File: config.mk
export PLATFORM = sky130hd
export DESIGN_NAME = cpu_control_unit
export DESIGN_NICKNAME = d
export VERILOG_FILES = /design/src/rtl/cpu_pkg.sv /design/src/rtl/cpu_control_unit.sv
export SDC_FILE = /design/constraint.sdc
export NUM_CORES = 1
export LEC_CHECK = 0
export ABC_AREA = 1
export CAP_MARGIN = 20
export CORE_ASPECT_RATIO = 0.7
export CORE_MARGIN = 1
export CORE_UTILIZATION = 40
export DETAILED_ROUTE_END_ITERATION = 8
export PLACE_DENSITY = 0.95
export SETUP_SLACK_MARGIN = 0.3
export SLEW_MARGIN = 40
export SYNTH_ARGS = -nofsm -noshare
export SYNTH_HDL_FRONTEND = slang
export SYNTH_SLANG_ARGS = --single-unit
File: constraint.sdc
create_clock -name clk -period 5.2 [get_ports clk]
set_input_delay 0.52 -clock clk [delete_from_list [all_inputs] [get_ports clk]]
set_output_delay 0.52 -clock clk [all_outputs]
set_load 0.005 [all_outputs]
File: src/rtl/cpu_pkg.sv
// cpu_pkg: opcodes, sequencer states and instruction field positions shared by the CPU blocks
package cpu_pkg;

    localparam logic [3:0] OP_NOP  = 4'b0000;
    localparam logic [3:0] OP_ADD  = 4'b1000;
    localparam logic [3:0] OP_SUB  = 4'b0100;
    localparam logic [3:0] OP_BEQ  = 4'b1100;
    localparam logic [3:0] OP_BLT  = 4'b1101;
    localparam logic [3:0] OP_BGT  = 4'b1110;
    localparam logic [3:0] OP_HALT = 4'b1111;

    localparam int FIELD_W = 4;
    localparam int OPC_LSB = 12;
    localparam int RD_LSB  = 8;
    localparam int RS1_LSB = 4;
    localparam int RS2_LSB = 0;

    typedef enum logic [2:0] {
        S_IDLE,
        S_FETCH,
        S_DECODE,
        S_EXECUTE,
        S_WRITEBACK,
        S_HALT
    } state_t;

    function automatic logic is_branch(input logic [3:0] op);
        return op == OP_BEQ || op == OP_BLT || op == OP_BGT;
    endfunction

    function automatic logic is_arith(input logic [3:0] op);
        return op == OP_ADD || op == OP_SUB;
    endfunction

endpackage

File: src/rtl/cpu_control_unit.sv
// cpu_control_unit: four-cycle fetch/decode/execute/writeback sequencer driving the ALU
module cpu_control_unit
    import cpu_pkg::*;
#(
    parameter int PC_W   = 8,
    parameter int DATA_W = 16
) (
    input  logic              clk,
    input  logic              rst,
    input  logic              run,
    output logic [PC_W-1:0]   imem_addr,
    input  logic [DATA_W-1:0] imem_rdata,
    output logic [3:0]        rf_raddr1,
    output logic [3:0]        rf_raddr2,
    input  logic [DATA_W-1:0] rf_rdata1,
    input  logic [DATA_W-1:0] rf_rdata2,
    output logic              rf_we,
    output logic [3:0]        rf_waddr,
    output logic [DATA_W-1:0] rf_wdata,
    output logic [3:0]        alu_code,
    output logic [DATA_W-1:0] alu_data1,
    output logic [DATA_W-1:0] alu_data2,
    input  logic [DATA_W-1:0] alu_accum,
    input  logic              alu_pc_branch,
    output logic [PC_W-1:0]   pc,
    output logic              halted,
    output logic              retire
);

    state_t            state_q, state_d;
    logic [PC_W-1:0]   pc_q, pc_d;
    logic [DATA_W-1:0] ir_q, ir_d;
    logic [DATA_W-1:0] accum_q, accum_d;
    logic              taken_q, taken_d;

    logic [3:0]        opcode, rd, rs1, rs2;
    logic [PC_W-1:0]   offset_ext;
    logic              exec, wb;

    assign opcode     = ir_q[OPC_LSB +: FIELD_W];
    assign rd         = ir_q[RD_LSB +: FIELD_W];
    assign rs1        = ir_q[RS1_LSB +: FIELD_W];
    assign rs2        = ir_q[RS2_LSB +: FIELD_W];
    assign offset_ext = {{(PC_W-FIELD_W){rd[3]}}, rd};
    assign exec       = state_q == S_EXECUTE;
    assign wb         = state_q == S_WRITEBACK;

    // Next-state and datapath register updates for each sequencer phase
    always_comb begin
        state_d = state_q;
        pc_d    = pc_q;
        ir_d    = ir_q;
        accum_d = accum_q;
        taken_d = taken_q;
        case (state_q)
            S_IDLE:      state_d = run ? S_FETCH : S_IDLE;
            S_FETCH:     state_d = S_DECODE;
            S_DECODE: begin
                ir_d    = imem_rdata;
                state_d = S_EXECUTE;
            end
            S_EXECUTE: begin
                accum_d = alu_accum;
                taken_d = alu_pc_branch;
                state_d = S_WRITEBACK;
            end
            S_WRITEBACK: begin
                pc_d    = pc_q + PC_W'(1) + ((is_branch(opcode) && taken_q) ? offset_ext : '0);
                state_d = opcode == OP_HALT ? S_HALT : run ? S_FETCH : S_IDLE;
            end
            default:     state_d = state_q;
        endcase
    end

    // State registers; reset abandons any in-flight instruction
    always_ff @(posedge clk) begin
        if (rst) begin
            state_q <= S_IDLE;
            pc_q    <= '0;
            ir_q    <= '0;
            accum_q <= '0;
            taken_q <= 1'b0;
        end else begin
            state_q <= state_d;
            pc_q    <= pc_d;
            ir_q    <= ir_d;
            accum_q <= accum_d;
            taken_q <= taken_d;
        end
    end

    // Outputs are decoded from registered state so they are quiet outside their phase
    assign imem_addr = state_q == S_FETCH ? pc_q : '0;
    assign rf_raddr1 = exec ? rs1 : '0;
    assign rf_raddr2 = exec ? rs2 : '0;
    assign alu_code  = (exec && (is_arith(opcode) || is_branch(opcode))) ? opcode : OP_NOP;
    assign alu_data1 = exec ? rf_rdata1 : '0;
    assign alu_data2 = exec ? rf_rdata2 : '0;
    assign rf_we     = wb && is_arith(opcode);
    assign rf_waddr  = rf_we ? rd : '0;
    assign rf_wdata  = rf_we ? accum_q : '0;
    assign retire    = wb;
    assign halted    = state_q == S_HALT;
    assign pc        = pc_q;

endmodule

# [After elaboration in Yosys (flattened, before gate mapping)]
# Cells that the tools add are included.
[totals] out_inout_bits=83 ff_bits=44
[classes] n_eq_ne=11 n_mux=12 n_reduce_logical=9 add_sub_neg=2
[op_table] op="two-way mux 16 bit" count=3
[op_table] op="== test 4 bit, second input constant" count=5
[op_table] op="two-way mux 4 bit" count=4
[op_table] op="two-way mux 8 bit" count=2
[op_table] op="case mux 3 bit (5 select lines)" count=1
[op_table] op="adder 8 x 1 -> 8 bit, second input constant" count=1
[op_table] op="adder 8 bit" count=1
[op_table] op="== test 3 x 2 -> 1 bit, second input constant" count=2
[op_table] op="== test 3 bit, second input constant" count=2
[op_table] op="nonzero test 5 bit" count=1
[op_table] op="== test 4 x 3 -> 1 bit, second input constant" count=1
[op_table] op="logical OR 1 bit" count=4
[op_table] op="== test 3 x 1 -> 1 bit, second input constant" count=1
[op_table] op="logical AND 1 bit" count=3
[op_table] op="zero test 3 bit" count=1
[op_table] op="two-way mux 3 bit" count=1
[op_table] op="two-way mux 1 bit" count=1

# [Logic depth before layout (Yosys ltp)]
[logic_depth] word_depth=6 ltp_mapped=16

# [Worst setup path after synthesis]
# Ideal clock, no wire load.
[synth_path] path_kind="flip-flop to flip-flop" from="reg taken_q" to="reg pc_q[6], in the netlist pc[6]" stages_incl_launch_ff=15 setup_time_ns=0.115 setup_slack_ns=3.076 path_buffers=0 required_ns=5.085 t_arrival_ns=2.009 period_less_slack_ns=2.124 cell_sequence="dfxtp_1 -> inv_1 -> nor3_1 -> inv_1 -> nor2_1 -> inv_1 -> fa_1 -> o21ai_0 -> nand2_1 -> nand2_1 -> nand4_1 -> nand2_1 -> nor2_1 -> o21ai_0 -> inv_1"
[synth_between] elab_chain_len=3
[synth_lines] item="start, declared" line="cpu_control_unit.sv:34" text="logic taken_q, taken_d;"
[synth_lines] item="start signal, assigned" line="cpu_control_unit.sv:88" text="taken_q <= taken_d;"
[synth_lines] item="logical AND 1 bit" line="cpu_control_unit.sv:68" text="pc_d = pc_q + PC_W'(1) + ((is_branch(opcode) && taken_q) ? offset_ext : '0);"
[synth_lines] item="two-way mux 8 bit" line="cpu_control_unit.sv:68"
[synth_lines] item="adder 8 bit" line="cpu_control_unit.sv:68"
[synth_lines] item="end signal, assigned" line="cpu_control_unit.sv:85" text="pc_q <= pc_d;"
[synth_lines] item="end, declared" line="cpu_control_unit.sv:31" text="logic [PC_W-1:0] pc_q, pc_d;"
# Every way passes these cells.
# A chain may end at the register's enable or synchronous reset.

# [Worst setup path after layout]
[layout_path] from="reg state_q[2]" to="out rf_waddr[0]"
[layout_between] elab_chain_len=3
[layout_lines] item="start, declared" line="cpu_control_unit.sv:30" text="state_t state_q, state_d;"
[layout_lines] item="start signal, assigned" line="cpu_control_unit.sv:84" text="state_q <= state_d;"
[layout_lines] item="== test 3 bit" line="cpu_control_unit.sv:46" text="assign wb = state_q == S_WRITEBACK;"
[layout_lines] item="logical AND 1 bit" line="cpu_control_unit.sv:99" text="assign rf_we = wb && is_arith(opcode);"
[layout_lines] item="two-way mux 4 bit" line="cpu_control_unit.sv:100" text="assign rf_waddr = rf_we ? rd : '0;"
[layout_lines] item="end, declared" line="cpu_control_unit.sv:18" text="output logic [3:0] rf_waddr,"
# Every way passes these cells.

==> flow_summary.json <==
{
  "clock_tree.root_cell": "clkbuf_8",
  "period_share": 0.628,
  "post_synth_num_cell_types": 26,
  "maxClockFrequency_ghz": 0.306,
  "grt_setup_unrepaired": "false",
  "critPathCaptureType": "output pin",
  "synth-warning-count": 0,
  "min_path_cells": 2,
  "via_per_inst": 4.67,
  "synth_top_area_frac": 0.360,
  "syn_area_per_cell_um2": 6.31,
  "seq_area_frac_synth": 0.360,
  "drc": 0,
  "maxCapViolations": 0,
  "p_clk_frac": 0.347,
  "min_delay_worst_type": "register to register",
  "drt-total-wl_um": 7650,
  "post_drt_wl_per_cell_um": 12.7,
  "grtUsageTotal": 0.230,
  "vdd_drop_max_uv": 155,
  "cellPowerDensity_nw_per_um2": 192,
  "grt_max_degree": 76,
  "register_share_of_total_power": 0.472,
  "drtAntennaViolNets": 0,
  "p_leak_nw": 1.64,
  "worst_ep_required_time_ns": 4.68,
  "timing.hold.worst_endpoint": "ir_q[5]",
  "start_util": 0.420,
  "finalCoreUtilization": 0.704,
  "criticalPathCategory": "register to output pin",
  "clock_sinks": 44,
  "cts_tree": "built",
  "core_area_um2": 5810,
  "worst-r2r-setup-slack_ns": 2.51,
  "timing.final.max_slew_violations": 0,
  "cts_inserted_buffers": 5,
  "cp.arrival_ns": 2.75,
  "clock_tree.htree_level_count": 2,
  "drt_pass_1_iters": 5,
  "top_level_ports": 151,
  "netSwitchingFraction": 0.246,
  "total_power_w": 0.000787,
  "r2r.worst_path.cells": 14,
  "initial_drc_count": 114,
  "post_synth_main_area_contributors": "dfxtp_1 36%, inv_1 14%, nor2_1 13%, a21oi_1 8.8%, o21ai_0 8.6%",
  "portBuffers": 150,
  "critical_path.max_fanout": 20,
  "final.setup_skew_ns": 0.00426,
  "n_antenna_cell": 0,
  "finalHoldViolCount": 0,
  "worst_slew_pin_slew_ns": 0.717,
  "routabilityCongestion": 0.887,
  "synthDominantAreaCellType": "dfxtp_1",
  "maxSlewHeadroom": 0.522,
  "internal-power_w": 0.000593,
  "reg2reg_from": "taken_q",
  "num_vias": 2815,
  "finalWorstPathRequiredPeriod_ns": 3.27,
  "p_comb_frac": 0.182,
  "floorplan.die_area_um2": 6430,
  "grt_pass1_vias": 2594,
  "switchingPower_w": 0.000194,
  "post_route_cells_drive_above_1_share": 0.0530,
  "post_cts_resized": 0,
  "postCtsSetupRepairBufs": 0,
  "setup-violations-final": 0,
  "area_delta_synth_final_pct": 67.6,
  "num_rows": 23,
  "worst_r2r_endpoint": "pc[6]",
  "final.setup.tns_ns": 0,
  "synth.net_count": 459,
  "cts-root-to-sink-buffers": 2,
  "min_from": "ir_q[5]",
  "clkLatencyLatePin_ns": 0.29,
  "wire_length_of_the_first_global_routing_pass_um": 11400,
  "nets": 599,
  "antenna_found_initial": 0,
  "synth_area_um2": 2440,
  "element_type_at_the_critical_path_start": "register",
  "syn_inst": 387,
  "detailedPlacementHpwl_um": 5960,
  "worst_setup_hold_path_clk_slew_ns": 0.08,
  "cts_hold_buffers": 0,
  "run_status": "complete, no violations",
  "grt-ovfl-total": 0,
  "die_width_um": 95.4,
  "fp.dieH_um": 67.4,
  "ys_seq_elements": 44
}
power by group through the flow:
stage / logic [W] / registers (W) / clock network [W]
final: 0.000143 / 0.000371 / 0.000273
after global routing: 0.000159 / 0.000374 / 0.000297
after CTS: 0.000144 / 0.000371 / 0.000279
after detailed placement: 0.000143 / 0.000379 / 0
after global placement: 0.000137 / 0.000377 / 0
after floorplan: 0.0000630 / 0.000376 / 0
how the worst max path moves through the flow:
stage,start,slack [ns],endpoint,cells after the start
detailed placement,state_q[2],2.29,rf_waddr[0],7
global placement,state_q[1],2.47,rf_waddr[3],6
floorplan,taken_q,3.08,pc[6],14
finish,state_q[2],1.93,rf_waddr[0],7
global route,state_q[2],1.72,rf_wdata[5],7
CTS,state_q[2],1.95,rf_waddr[0],7
cell usage in the layout, fill, tap and decap left out, types with 2 or more instances in the layout:
cell,instances
nand4_1,4
o21ai_1,4
ha_1,3
nor2_2,3
a21oi_1,43
clkdlybuf4s50_1,150
nand2_2,7
nand3_2,2
inv_2,4
inv_1,89
xor2_1,3
o21ai_0,42
nor3_1,3
nand2_1,27
nand3_1,2
dfxtp_1,44
clkbuf_8,6
nor2_1,82
cell usage after synthesis:
master and number:
a21oi_1 43, a21oi_2 1, buf_2 4, buf_6 1, clkbuf_1 13, dfxtp_1 44
fa_1 1, ha_1 3, inv_1 90, inv_2 3, nand2_1 28, nand2_2 6
nand3_1 3, nand3_2 1, nand4_1 4, nand4_4 1, nor2_1 82, nor2_2 3
nor3_1 3, nor3_4 1, nor3b_1 1, o211ai_1 1, o21ai_0 42, o21ai_1 4
o41ai_1 1, xor2_1 3
metal layers:
metal  track usage  up-vias  wire [um]
met4        0.0485        0         51
met1         0.279     1269       3150
met2         0.397       88       3830
met3        0.0777        6        622
li1              -     1452          -
met5             0        -          0
cell type report:
cell class | count | area [um^2]
multi-input cells | 232 | 1140
clock buffers | 6 | 82.6
inverters | 93 | 349
well taps | 75 | 93.8
clock inverters | 2 | 38.8
flip-flops and latches | 44 | 881
repair buffers | 151 | 1510
fillers | 460 | 1720
critical path, stage by stage, from the launching register on:
cell and delay (ns):
dfxtp_1 0.40, inv_1 0.12, nor3_4 0.45, inv_1 0.24, nor2_2 0.17, inv_1 0.31, nor2_1 0.23, clkdlybuf4s50_1 0.52
cell families (layout without fill, tap and decap cells):
logic type | Yosys count | count (layout) | share of synthesized area
AO/OA/AOI/OAI | 92 | 92 | 0.193
XOR/XNOR | 3 | 3 | 0.0108
AND/OR/NAND/NOR | 133 | 133 | 0.237
flip-flops | 44 | 44 | 0.360
buffers and inverters | 111 | 252 | 0.176
adder cells (fa/ha/maj) | 4 | 4 | 0.0236
state kept, by name (all words and copies together), names as in the netlist:
name,cells
accum_q,16
ir_q,16
pc,8
state_q,3
taken_q,1
through the flow:
step	hold WS, ns	cells	setup slack [ns]	cell area (um^2)
5_1_grt	0.475	603	1.72	4100
2_1_floorplan	0.430	387	3.08	2440
4_1_cts	0.462	603	1.95	4100
3_3_place_gp	0.440	595	2.47	3970
6_report	0.461	603	1.93	4100
3_5_place_dp	0.448	595	2.29	3970
Power figures use the tool's default switching activity.
